### src/rtl/ex_hazard_ctrl_if.sv
// ID-stage to EX hazard controller bus: ID instruction fields and branch flush in,
// forwarding selects, stall and stall counter out.
interface ex_hazard_ctrl_if #(
  parameter int unsigned REG_W = 5,
  parameter int unsigned CNT_W = 32
);
  logic             id_valid;
  logic [REG_W-1:0] id_rs;
  logic [REG_W-1:0] id_rt;
  logic             id_uses_rs;
  logic             id_uses_rt;
  logic [REG_W-1:0] id_dest;
  logic             id_regwrite;
  logic             id_memread;
  logic             flush;
  logic [1:0]       forwardA;
  logic [1:0]       forwardB;
  logic             stall;
  logic [CNT_W-1:0] stall_count;

  // Pipeline side: presents the ID instruction, consumes the hazard decisions
  modport master (
    output id_valid, id_rs, id_rt, id_uses_rs, id_uses_rt, id_dest,
           id_regwrite, id_memread, flush,
    input  forwardA, forwardB, stall, stall_count
  );

  modport slave (
    input  id_valid, id_rs, id_rt, id_uses_rs, id_uses_rt, id_dest,
           id_regwrite, id_memread, flush,
    output forwardA, forwardB, stall, stall_count
  );
endinterface

### src/rtl/ex_hazard_ctrl.sv
// EX-stage hazard controller: shadows ID/EX, EX/MEM and MEM/WB destinations, selects operand
// forwarding, stalls one cycle on load-use, squashes on flush and counts stall cycles.
module ex_hazard_ctrl #(
  parameter int unsigned REG_W = 5,
  parameter int unsigned CNT_W = 32
) (
  input logic               clk,
  input logic               rst,
  ex_hazard_ctrl_if.slave   bus
);

  localparam logic [1:0] FWD_REG = 2'b00;
  localparam logic [1:0] FWD_WB  = 2'b01;
  localparam logic [1:0] FWD_MEM = 2'b10;

  typedef struct packed {
    logic             v;
    logic [REG_W-1:0] rs;
    logic [REG_W-1:0] rt;
    logic [REG_W-1:0] dest;
    logic             rw;
    logic             mr;
  } exSlot_t;

  typedef struct packed {
    logic             v;
    logic [REG_W-1:0] dest;
    logic             rw;
  } wrSlot_t;

  exSlot_t          exSlot;
  wrSlot_t          memSlot;
  wrSlot_t          wbSlot;
  logic [CNT_W-1:0] stallCount;

  logic             loadUse;
  logic             stallNow;
  logic             bubbleIn;
  logic [1:0]       fwdA;
  logic [1:0]       fwdB;

  // Select the newest in-flight writer of src; $0 is hardwired and never forwarded
  function automatic logic [1:0] fwdSel(
    input logic [REG_W-1:0] src,
    input wrSlot_t          mem,
    input wrSlot_t          wb
  );
    logic [1:0] sel;
    sel = FWD_REG;
    if (mem.v && mem.rw && (mem.dest != '0) && (mem.dest == src))
      sel = FWD_MEM;
    else if (wb.v && wb.rw && (wb.dest != '0) && (wb.dest == src))
      sel = FWD_WB;
    return sel;
  endfunction

  // Load in EX whose result the ID instruction needs next cycle; a taken branch overrides it
  always_comb begin
    loadUse = 1'b0;
    if (exSlot.v && exSlot.mr && exSlot.rw && (exSlot.dest != '0) && bus.id_valid) begin
      loadUse = (bus.id_uses_rs && (bus.id_rs == exSlot.dest)) ||
                (bus.id_uses_rt && (bus.id_rt == exSlot.dest));
    end
    stallNow = loadUse && !bus.flush;
    bubbleIn = bus.flush || stallNow || !bus.id_valid;
  end

  // Forwarding describes the instruction currently in EX; a bubble reads nothing
  always_comb begin
    fwdA = FWD_REG;
    fwdB = FWD_REG;
    if (exSlot.v) begin
      fwdA = fwdSel(exSlot.rs, memSlot, wbSlot);
      fwdB = fwdSel(exSlot.rt, memSlot, wbSlot);
    end
  end

  always_ff @(posedge clk or posedge rst) begin
    if (rst) begin
      exSlot  <= '0;
      memSlot <= '0;
      wbSlot  <= '0;
    end else begin
      memSlot <= '{v: exSlot.v, dest: exSlot.dest, rw: exSlot.rw};
      wbSlot  <= memSlot;
      if (bubbleIn) begin
        exSlot <= '0;
      end else begin
        exSlot <= '{v:    1'b1,
                    rs:   bus.id_rs,
                    rt:   bus.id_rt,
                    dest: bus.id_dest,
                    rw:   bus.id_regwrite,
                    mr:   bus.id_memread};
      end
    end
  end

  // Saturating performance counter of stalled cycles
  always_ff @(posedge clk or posedge rst) begin
    if (rst) begin
      stallCount <= '0;
    end else if (stallNow && (stallCount != '1)) begin
      stallCount <= stallCount + CNT_W'(1);
    end
  end

  assign bus.forwardA    = fwdA;
  assign bus.forwardB    = fwdB;
  assign bus.stall       = stallNow;
  assign bus.stall_count = stallCount;

endmodule

### src/flat_wrapper.sv
// flat-port wrapper written by rule: the top's interface ports become plain ports
module ex_hazard_ctrl_flat 
#(
  parameter int unsigned REG_W = 5,
  parameter int unsigned CNT_W = 32
)
  (clk, rst, bus_id_valid, bus_id_rs, bus_id_rt, bus_id_uses_rs, bus_id_uses_rt, bus_id_dest, bus_id_regwrite, bus_id_memread, bus_flush, bus_forwardA, bus_forwardB, bus_stall, bus_stall_count);
  ex_hazard_ctrl_if #(.REG_W(REG_W), .CNT_W(CNT_W)) bus_i ();
  input logic clk;
  input logic rst;
  input wire logic [$bits(bus_i.id_valid)-1:0] bus_id_valid;
  input wire logic [$bits(bus_i.id_rs)-1:0] bus_id_rs;
  input wire logic [$bits(bus_i.id_rt)-1:0] bus_id_rt;
  input wire logic [$bits(bus_i.id_uses_rs)-1:0] bus_id_uses_rs;
  input wire logic [$bits(bus_i.id_uses_rt)-1:0] bus_id_uses_rt;
  input wire logic [$bits(bus_i.id_dest)-1:0] bus_id_dest;
  input wire logic [$bits(bus_i.id_regwrite)-1:0] bus_id_regwrite;
  input wire logic [$bits(bus_i.id_memread)-1:0] bus_id_memread;
  input wire logic [$bits(bus_i.flush)-1:0] bus_flush;
  output wire logic [$bits(bus_i.forwardA)-1:0] bus_forwardA;
  output wire logic [$bits(bus_i.forwardB)-1:0] bus_forwardB;
  output wire logic [$bits(bus_i.stall)-1:0] bus_stall;
  output wire logic [$bits(bus_i.stall_count)-1:0] bus_stall_count;
  assign bus_i.id_valid = bus_id_valid;
  assign bus_i.id_rs = bus_id_rs;
  assign bus_i.id_rt = bus_id_rt;
  assign bus_i.id_uses_rs = bus_id_uses_rs;
  assign bus_i.id_uses_rt = bus_id_uses_rt;
  assign bus_i.id_dest = bus_id_dest;
  assign bus_i.id_regwrite = bus_id_regwrite;
  assign bus_i.id_memread = bus_id_memread;
  assign bus_i.flush = bus_flush;
  assign bus_forwardA = bus_i.forwardA;
  assign bus_forwardB = bus_i.forwardB;
  assign bus_stall = bus_i.stall;
  assign bus_stall_count = bus_i.stall_count;
  ex_hazard_ctrl #(.REG_W(REG_W), .CNT_W(CNT_W)) u_core (.clk(clk), .rst(rst), .bus(bus_i));
endmodule
### config.mk
export PLATFORM = sky130hd
export DESIGN_NAME = ex_hazard_ctrl_flat
export DESIGN_NICKNAME = d
export VERILOG_FILES = /design/src/rtl/ex_hazard_ctrl_if.sv /design/src/rtl/ex_hazard_ctrl.sv /design/src/flat_wrapper.sv
export SDC_FILE = /design/constraint.sdc
export NUM_CORES = 1
export LEC_CHECK = 0
export CAP_MARGIN = 10
export CORE_UTILIZATION = 36
export DETAILED_ROUTE_END_ITERATION = 12
export GPL_TIMING_DRIVEN = 0
export PLACE_DENSITY_LB_ADDON = 0.08
export SETUP_SLACK_MARGIN = 0.4
export SYNTH_ARGS = -nofsm -noshare
export SYNTH_HDL_FRONTEND = slang
export SYNTH_SLANG_ARGS = --single-unit
### constraint.sdc
create_clock -name clk -period 1.97 [get_ports clk]
set_input_delay 0.2955 -clock clk [delete_from_list [all_inputs] [get_ports clk]]
set_output_delay 0.2955 -clock clk [all_outputs]
set_load 0.005 [all_outputs]
* Yosys cells after proc, flatten, opt, wreduce, memory -nomap -nowiden
Index checks and enable logic that the tools add are counted.
Storage, ports and cells: output and inout port bits 37, input bits 23, register bits after elaboration 64
Operators by class: equality and inequality tests 7, reduce and logical (&&, ||, !) cells 24, mux-type cells 8, add/subtract/negate cells 1
Operators with widths (number):
- $add 32x1->32 const B | 1
- $ne 32x32->1 const B | 1
- $eq 5x5->1 | 6
- $mux 18 | 1
- $logic_and 1x1->1 | 16
- $reduce_bool 5->1 | 3
- $mux 2 | 4
- $logic_or 1x1->1 | 3
- $mux 1 | 3
- $logic_not 1->1 | 2

* Depth between registers and ports, before layout
Gate-level depths: netlist (run 1).
depth in word-level cells 9, depth in mapped cells 9, depth with buffers taken out 7

* Least setup slack after synthesis (run 1)
No wires, ideal clock.
path type register to register, start register u_core.stallCount[3] (netlist: u_core.bus.stall_count[3]), end register u_core.stallCount[31] (netlist: u_core.bus.stall_count[31]), arrival 1.920 ns, path buffers 0, path slack -0.074 ns, period minus slack after synthesis 2.044 ns, stages on the path, launching flop included 7, cells stage by stage dfrtp_1 -> nand4_4 -> or4_1 -> a211o_1 -> nor3b_4 -> nand4_1 -> xnor2_1
Between the ends: cells in the longest elaborated chain, start to end 2, elaborated cells on any way between the ends 3, classes of those cells add/sub (1); eq/ne (1); reduce/logical (1)
RTL lines:
- from (decl) | line ex_hazard_ctrl.sv:34 | logic [CNT_W-1:0] stallCount;
- from (signal assigned) | line ex_hazard_ctrl.sv:104 | stallCount <= stallCount + CNT_W'(1);
- parallel branches: the longest is 2 deep, another holds $add 32x1->32
Parallel ways; which one is timed is not known. A chain may end at the register's enable or synchronous reset.

* Final worst setup path (run 1)
start register u_core.memSlot[4] in the netlist's numbering, end output bus_forwardA[0]
Between the ends: cells in the longest elaborated chain, start to end 5, elaborated cells on any way between the ends 6, classes of those cells eq/ne (1); mux (2); reduce/logical (3)
RTL lines:
- from (decl) | line ex_hazard_ctrl.sv:32 | wrSlot_t memSlot;
- from (signal assigned) | line ex_hazard_ctrl.sv:84 | memSlot <= '{v: exSlot.v, dest: exSlot.dest, rw: exSlot.rw};
- $reduce_bool 5->1 | line ex_hazard_ctrl.sv:50 | if (mem.v && mem.rw && (mem.dest != '0) && (mem.dest == src))
- $logic_and 1x1->1 | line ex_hazard_ctrl.sv:50
- $logic_and 1x1->1 * | line ex_hazard_ctrl.sv:50
- $mux 2 * | line ex_hazard_ctrl.sv:50
- $mux 2 * | line ex_hazard_ctrl.sv:72 | if (exSlot.v) begin
- to (decl) | line flat_wrapper.sv:20 | output wire logic [$bits(bus_i.forwardA)-1:0] bus_forwardA;
Mark *: on every way between the ends. The rest lies on a longest branch, timed or not.

==> results of run 1 <==
[logic make-up after synthesis]
logic type,Yosys count
AND/OR/NAND/NOR,116
flip-flops,64
XOR/XNOR,60
AO/OA/AOI/OAI,9
buffers and inverters,9
multiplexers,1
adder cells (fa/ha/maj),1
[final timing paths]
| path | endpoint | slack [ns] | depth (start not counted) |
|---|---|---|---|
| worst max-delay path | bus_forwardA[0] | -0.30 | 7 |
| min in group asynchronous | u_core.bus.stall_count[27] | 0.35 | 2 |
| worst max register to register | u_core.bus.stall_count[31] | -0.24 | 7 |
| worst min register to register | u_core.wbSlot[6] | 0.38 | 0 |
| worst min-delay path | u_core.exSlot[9] | 0.30 | 2 |
| max in group asynchronous | u_core.bus.stall_count[11] | 1.02 | 3 |
[critical path, stage by stage, from the launching register on]
cell	delay, ns
dfrtp_1	0.37
or4_1	0.52
o211ai_1	0.17
buf_4	0.14
nor4_2	0.05
buf_4	0.13
nor4_2	0.11
buf_2	0.14
[synth_stat cells (all sizes together)]
cell      n  area [um2]
and2     23       143.9
ha        1       12.51
o211ai    1       7.510
nor2      6       22.52
mux2      1       11.26
dfrtp    64        1602
a211o     1       8.760
inv       2       7.510
clkbuf    5       20.01
nor4      8       50.05
o2111ai   1       8.760
nor4b     3       26.28
a31oi     1       6.260
or3       1       6.260
a21boi    2       15.02
xor2     30       262.8
nor2b     1       6.260
o22ai     1       6.260
buf       1       7.510
nand2b    1       6.260
nand2    14       52.55
nand4    16       115.1
or4       4       30.03
and4      2       17.52
nor3     13       65.06
nand3    15       75.07
a21oi     2       10.01
xnor2    30       262.8
clkinv    1       3.750
nor3b     2       26.28
and3      7       43.79
[report_power, final]
part / switching, mW / internal (mW) / leakage, nW
Clock: 0.523 / 0.785 / 0.113
Sequential: 0.0239 / 1.34 / 0.861
Combinational: 0.0891 / 0.117 / 1.65
Total: 0.636 / 2.24 / 2.62
[routing by layer]
metal,GRT usage (%),up-vias
met1,26.58,1273
met5,0,-
met3,4.762,18
met2,34.69,78
li1,-,1228
met4,10.55,0
[final cells by class]
class	count	area [um2]	share of cell area, %
Buffer	6	98.84	1.891
Clock buffer	12	155.1	2.969
Clock inverter	4	76.32	1.460
Inverter	3	20.02	0.3831
Multi-Input combinational cell	187	1730	33.11
Sequential cell	64	1609	30.79
Tap cell	102	127.6	2.442
Timing Repair Buffer	148	1409	26.96
[state kept, by name, summed over array words and instances, names as in the netlist]
register	flops
u_core.bus.stall_count	32
u_core.exSlot	18
u_core.memSlot	7
u_core.wbSlot	7
[stage by stage]
| step | power (mW) | area (um2) | setup slack, ns | util [%] | std cells |
|---|---|---|---|---|---|
| after CTS | 2.878 | 4918 | -0.3566 | 63.00 | 506 |
| after global placement | 1.549 | 3869 | -0.5955 | 49.55 | 421 |
| after global routing | 2.989 | 5226 | -0.4363 | 66.94 | 526 |
| after floorplan | 1.471 | 3151 | 0.04232 | - | 260 |
| final | 2.877 | 5226 | -0.2952 | 66.94 | 526 |
| after detailed placement | 1.554 | 3889 | -0.5876 | 49.81 | 422 |
[timing repair]
item / CTS / global route
setup buffers: 65 / 20
resized for setup: 128 / 48
endpoints found under the setup margin: 82 / 63
pin swaps: 65 / 43
gates cloned: 3 / 0
==> run summary, run 1 <==
Worst-Margin Slew: 0.5542 ns
Peak VDD IR: 0.2941 mV
post-synthesis adder-cell area fraction: 0.4257%
type of origin of the critical path: flip-flop
DRC Markers: 0
Yosys reg bits: 64
port bufs: 59
initial antenna violation count: 0
1st-iter DRT viols: 86
Req. time, crit path: 1.67 ns
Mapped Area: 2939 um2
status: finished, violations left
CP endpoint kind: primary output
arrival time of the worst setup path: 1.97 ns
final hold vios: 0
met3 wire len: 375 um
htree depth: 3
Max Slew Vio Count: 0
fill count: 594
WS Path Type: reg2out
share of cells above drive strength 1: 45.05%
clk_lat worst skew: 0.34 ns
max_slew headroom: 62.97%
library cells used by synthesis: 35
GPL Wtd Cong: 0.8062
HPWL after DPL: 4830 um
crit path launch: u_core.memSlot[4]
most frequent cells in the layout: 58 x dfrtp_1, 53 x buf_4, 34 x buf_6, 30 x xor2_1, 29 x xnor2_1
Initial Util: 37.64%
reg2reg start: u_core.bus.stall_count[7]
area grow syn2layout: 77.82%
mux share of post-synthesis cell area: 0.3831%
router iterations before antenna repair: 4
fin crit share: 115.0%
failing checks: negative setup slack
Total Routing Usage GR: 21.27%
HP Start: bus_id_rt[2]
Avg Inst Size Synth: 11.30 um2
Worst Path Max Fanout: 2
vias per std cell: 4.937
power per cell area: 550.5 nW/um2
core area: 7807 um2
wire per inst: 16.62 um
first-pass GRT wire length: 13640 um
NumNets Final: 443
endpoints failing setup: 27
Worst Hold Class: in2reg
most common cell after layout, fill and taps aside: dfrtp_1
post-route worst setup slack: -0.2952 ns
Clock transition at path regs: 0.07 ns
share of the yosys chip area belonging to registers: 54.49%
Die Y: 92.36 um
largest family of logic cells by synthesized area: simple AND/OR/NAND/NOR gates
sinks on the clock net: 64
root buffer cell: clkbuf_8
Clock Path Buffers: 2
Synth Instances: 260
top sig layer: met4
CTS tree: built
I/O pin cnt: 60
antenna-violating nets left: 0
grt ovf: 0
overall die area: 8529 um2
Compound-Gate Fraction of Synth Area: 2.129%
WHS: 0.2991 ns
fmax: 441.5 MHz
syn nets: 284
RSZ-0062 raised after global routing: yes
Period minus WS final: 2.265 ns
Synth Warn #: 0
setup TNS: -3.425 ns
CTS Buf Count: 9
Max-Cap Viols: 0
Rows: 32
largest net degree at the start of global routing: 41
vias in the first global route: 2725
Detail Route met2 WL: 4476 um
clock skew: 0.008812 ns
post-synthesis xor/xnor area fraction: 17.88%
# hold bufs at CTS: 0
Synth Area in Simple Gates: 23.37%
via count: 2597
met1 wire length: 3690 um
Die Width: 92.36 um
Leak Pwr: 2.619 nW
n_diodes: 0
total wire length: 8740 um
No activity file was read; power rests on OpenSTA's default activity.
==> run 2, diff against run 1 <==
--- a/config.mk
+++ b/config.mk
@@ -6,6 +6,7 @@
 export NUM_CORES = 1
 export LEC_CHECK = 0
 export CAP_MARGIN = 10
+export CORE_ASPECT_RATIO = 0.7
 export CORE_UTILIZATION = 36
 export DETAILED_ROUTE_END_ITERATION = 12
 export GPL_TIMING_DRIVEN = 0
==> run summary, run 2 (synthesis gave the netlist of run 1 again) <==
status: finished, violations left
failing checks: negative setup slack
via count: 2691 (+3.6%)
core area: 7871 um2 (+0.82%)
port bufs: 59 (unchanged)
CTS Buf Count: 9 (unchanged)
initial antenna violation count: 0 (unchanged)
worst-case reg-to-reg path depth: 6 (-1)
endpoints failing setup: 19 (-30%)
total wire length: 9248 um (+5.8%)
Worst-Margin Slew: 0.6731 ns (+0.1189 ns)
Clock Path Buffers: 2 (unchanged)
router iterations before antenna repair: 4 (unchanged)
Largest register FFs: 32 (unchanged)
Die Width: 110.0 um (+19%)
Req. time, crit path: 1.67 ns (about the same)
arrival time of the worst setup path: 2.03 ns (+0.06 ns)
Max-Cap Viols: 0 (unchanged)
Worst Path Max Fanout: 2 (unchanged)
post-route worst setup slack: -0.3519 ns (-0.05661 ns)
fmax: 430.7 MHz (-2.4%)
Max Slew Vio Count: 0 (unchanged)
GPL Wtd Cong: 0.8354 (+3.6%)
hold depth: 0 (-2)
grt ovf: 0 (unchanged)
sinks on the clock net: 64 (unchanged)
clk_lat worst skew: 0.33 ns (about the same)
n_diodes: 0 (unchanged)
Initial Util: 37.34% (-0.31 points)
DRC Markers: 0 (unchanged)
DP Area: 3887 um2 (about the same)
# hold bufs at CTS: 0 (unchanged)
total power draw: 3.284 mW (+14%)
HPWL after DPL: 5057 um (+4.7%)
Rows: 27 (-16%)
type of origin of the critical path: flip-flop
vias in the first global route: 2580 (-5.3%)
overall die area: 8535 um2 (about the same)
Peak VDD IR: 0.3974 mV (+35%)
1st-iter DRT viols: 157 (+83%)
Period minus WS final: 2.322 ns (+0.05661 ns)
NumNets Final: 453 (+2.3%)
max_slew headroom: 55.03% (-7.9 points)
Die Y: 77.60 um (-16%)
Total Routing Usage GR: 21.45% (+0.18 points)
CP endpoint kind: primary output
antenna-violating nets left: 0 (unchanged)
first-pass GRT wire length: 13660 um (+0.10%)
DP Cell Count: 421 (-0.24%)
most common cell after layout, fill and taps aside: buf_4
Finished Layout Cells: 535 (+1.7%)
fin crit share: 117.9% (+2.9 points)
Clock transition at path regs: 0.05 ns (-0.02 ns)
vias per std cell: 5.030 (+1.9%)
CTS tree: built
Leak Pwr: 2.814 nW (+7.5%)
wire per inst: 17.29 um (+4.0%)
WS Path Type: reg2out
htree depth: 3 (unchanged)
final hold vios: 0 (unchanged)
clock skew: 0.006475 ns (-0.002337 ns)
power per cell area: 601.8 nW/um2 (+9.3%)
largest net degree at the start of global routing: 37 (-9.8%)
share of cells above drive strength 1: 47.70% (+2.6 points)
fin area: 5458 um2 (+4.4%)
root buffer cell: clkbuf_16
most frequent cells in the layout: 65 x buf_4, 54 x dfrtp_1, 30 x xor2_1, 30 x buf_6, 28 x xnor2_1
area grow syn2layout: 85.70%
RSZ-0062 raised after global routing: yes
Worst Hold Class: reg2reg
I/O pin cnt: 60 (unchanged)
==> run 2: cell type report <==
class	instances	area, um2
fillers	538	2414
multi-input cells	187	1775
flip-flops and latches	64	1614
repair buffers	158	1486
clock buffers	11	242.7
well taps	101	126.4
plain buffers	6	112.6
clock inverters	5	80.08
inverters	3	20.02
==> run 2: layer usage <==
layer | up-vias | global-route usage [%] | share of wire [%]
met2 | 85 | 30.50 | 45
li1 | 1267 | - | -
met1 | 1320 | 32.36 | 47
met4 | 0 | 5.733 | 1.9
met5 | - | 0 | 0
met3 | 19 | 5.042 | 5.9
==> run 2: where the power goes <==
part	total [mW]	switching [mW]	internal, mW	leakage [nW]
logic	0.207	0.0902	0.116	1.81
registers	1.37	0.0279	1.34	0.856
clock network	1.71	0.569	1.14	0.152
total	3.28	0.687	2.60	2.81
==> run 2: worst paths after layout <==
check,from,to,slack [ns]
max,u_core.memSlot[1],bus_forwardA[0],-0.35
min,u_core.memSlot[6],u_core.wbSlot[6],0.37
max reg2reg,u_core.bus.stall_count[12],u_core.bus.stall_count[31],-0.18
min reg2reg,u_core.memSlot[6],u_core.wbSlot[6],0.37
max in group asynchronous,rst,u_core.memSlot[1],0.96
min in group asynchronous,rst,u_core.exSlot[4],0.41
==> run 2: critical path, stage by stage (launching register included) <==
cell and delay (ns):
dfrtp_2 0.40, or4_1 0.52, o211ai_1 0.20, buf_4 0.15
buf_6 0.09, nor4_2 0.04, nor4_2 0.15, buf_2 0.15
==> run 2: what timing repair did <==
action                     4_1_cts  5_1_grt
gates cloned                     3        0
setup buffers                   62       33
setup endpoints to repair       72       69
resized for setup              133       46
pin swaps                       58       37
==> run 2: metrics by stage <==
stage / setup WS (ns) / hold slack [ns] / setup TNS (ns) / util (%)
2_1_floorplan: 0.04232 / 0.3539 / 0 / -
3_3_place_gp: -0.6034 / 0.3639 / -11.80 / 49.13
3_5_place_dp: -0.6004 / 0.3603 / -11.95 / 49.39
4_1_cts: -0.3536 / 0.3696 / -1.429 / 64.36
5_1_grt: -0.4979 / 0.3750 / -5.124 / 69.34
6_report: -0.3519 / 0.3696 / -2.478 / 69.34
==> run 3, diff against run 2 <==
--- a/config.mk
+++ b/config.mk
@@ -8,6 +8,7 @@
 export CAP_MARGIN = 10
 export CORE_ASPECT_RATIO = 0.7
 export CORE_UTILIZATION = 36
+export CTS_CLUSTER_SIZE = 14
 export DETAILED_ROUTE_END_ITERATION = 12
 export GPL_TIMING_DRIVEN = 0
 export PLACE_DENSITY_LB_ADDON = 0.08
==> results of run 3 <==
The final DEF is identical to that of run 2; final timing and power are the same.
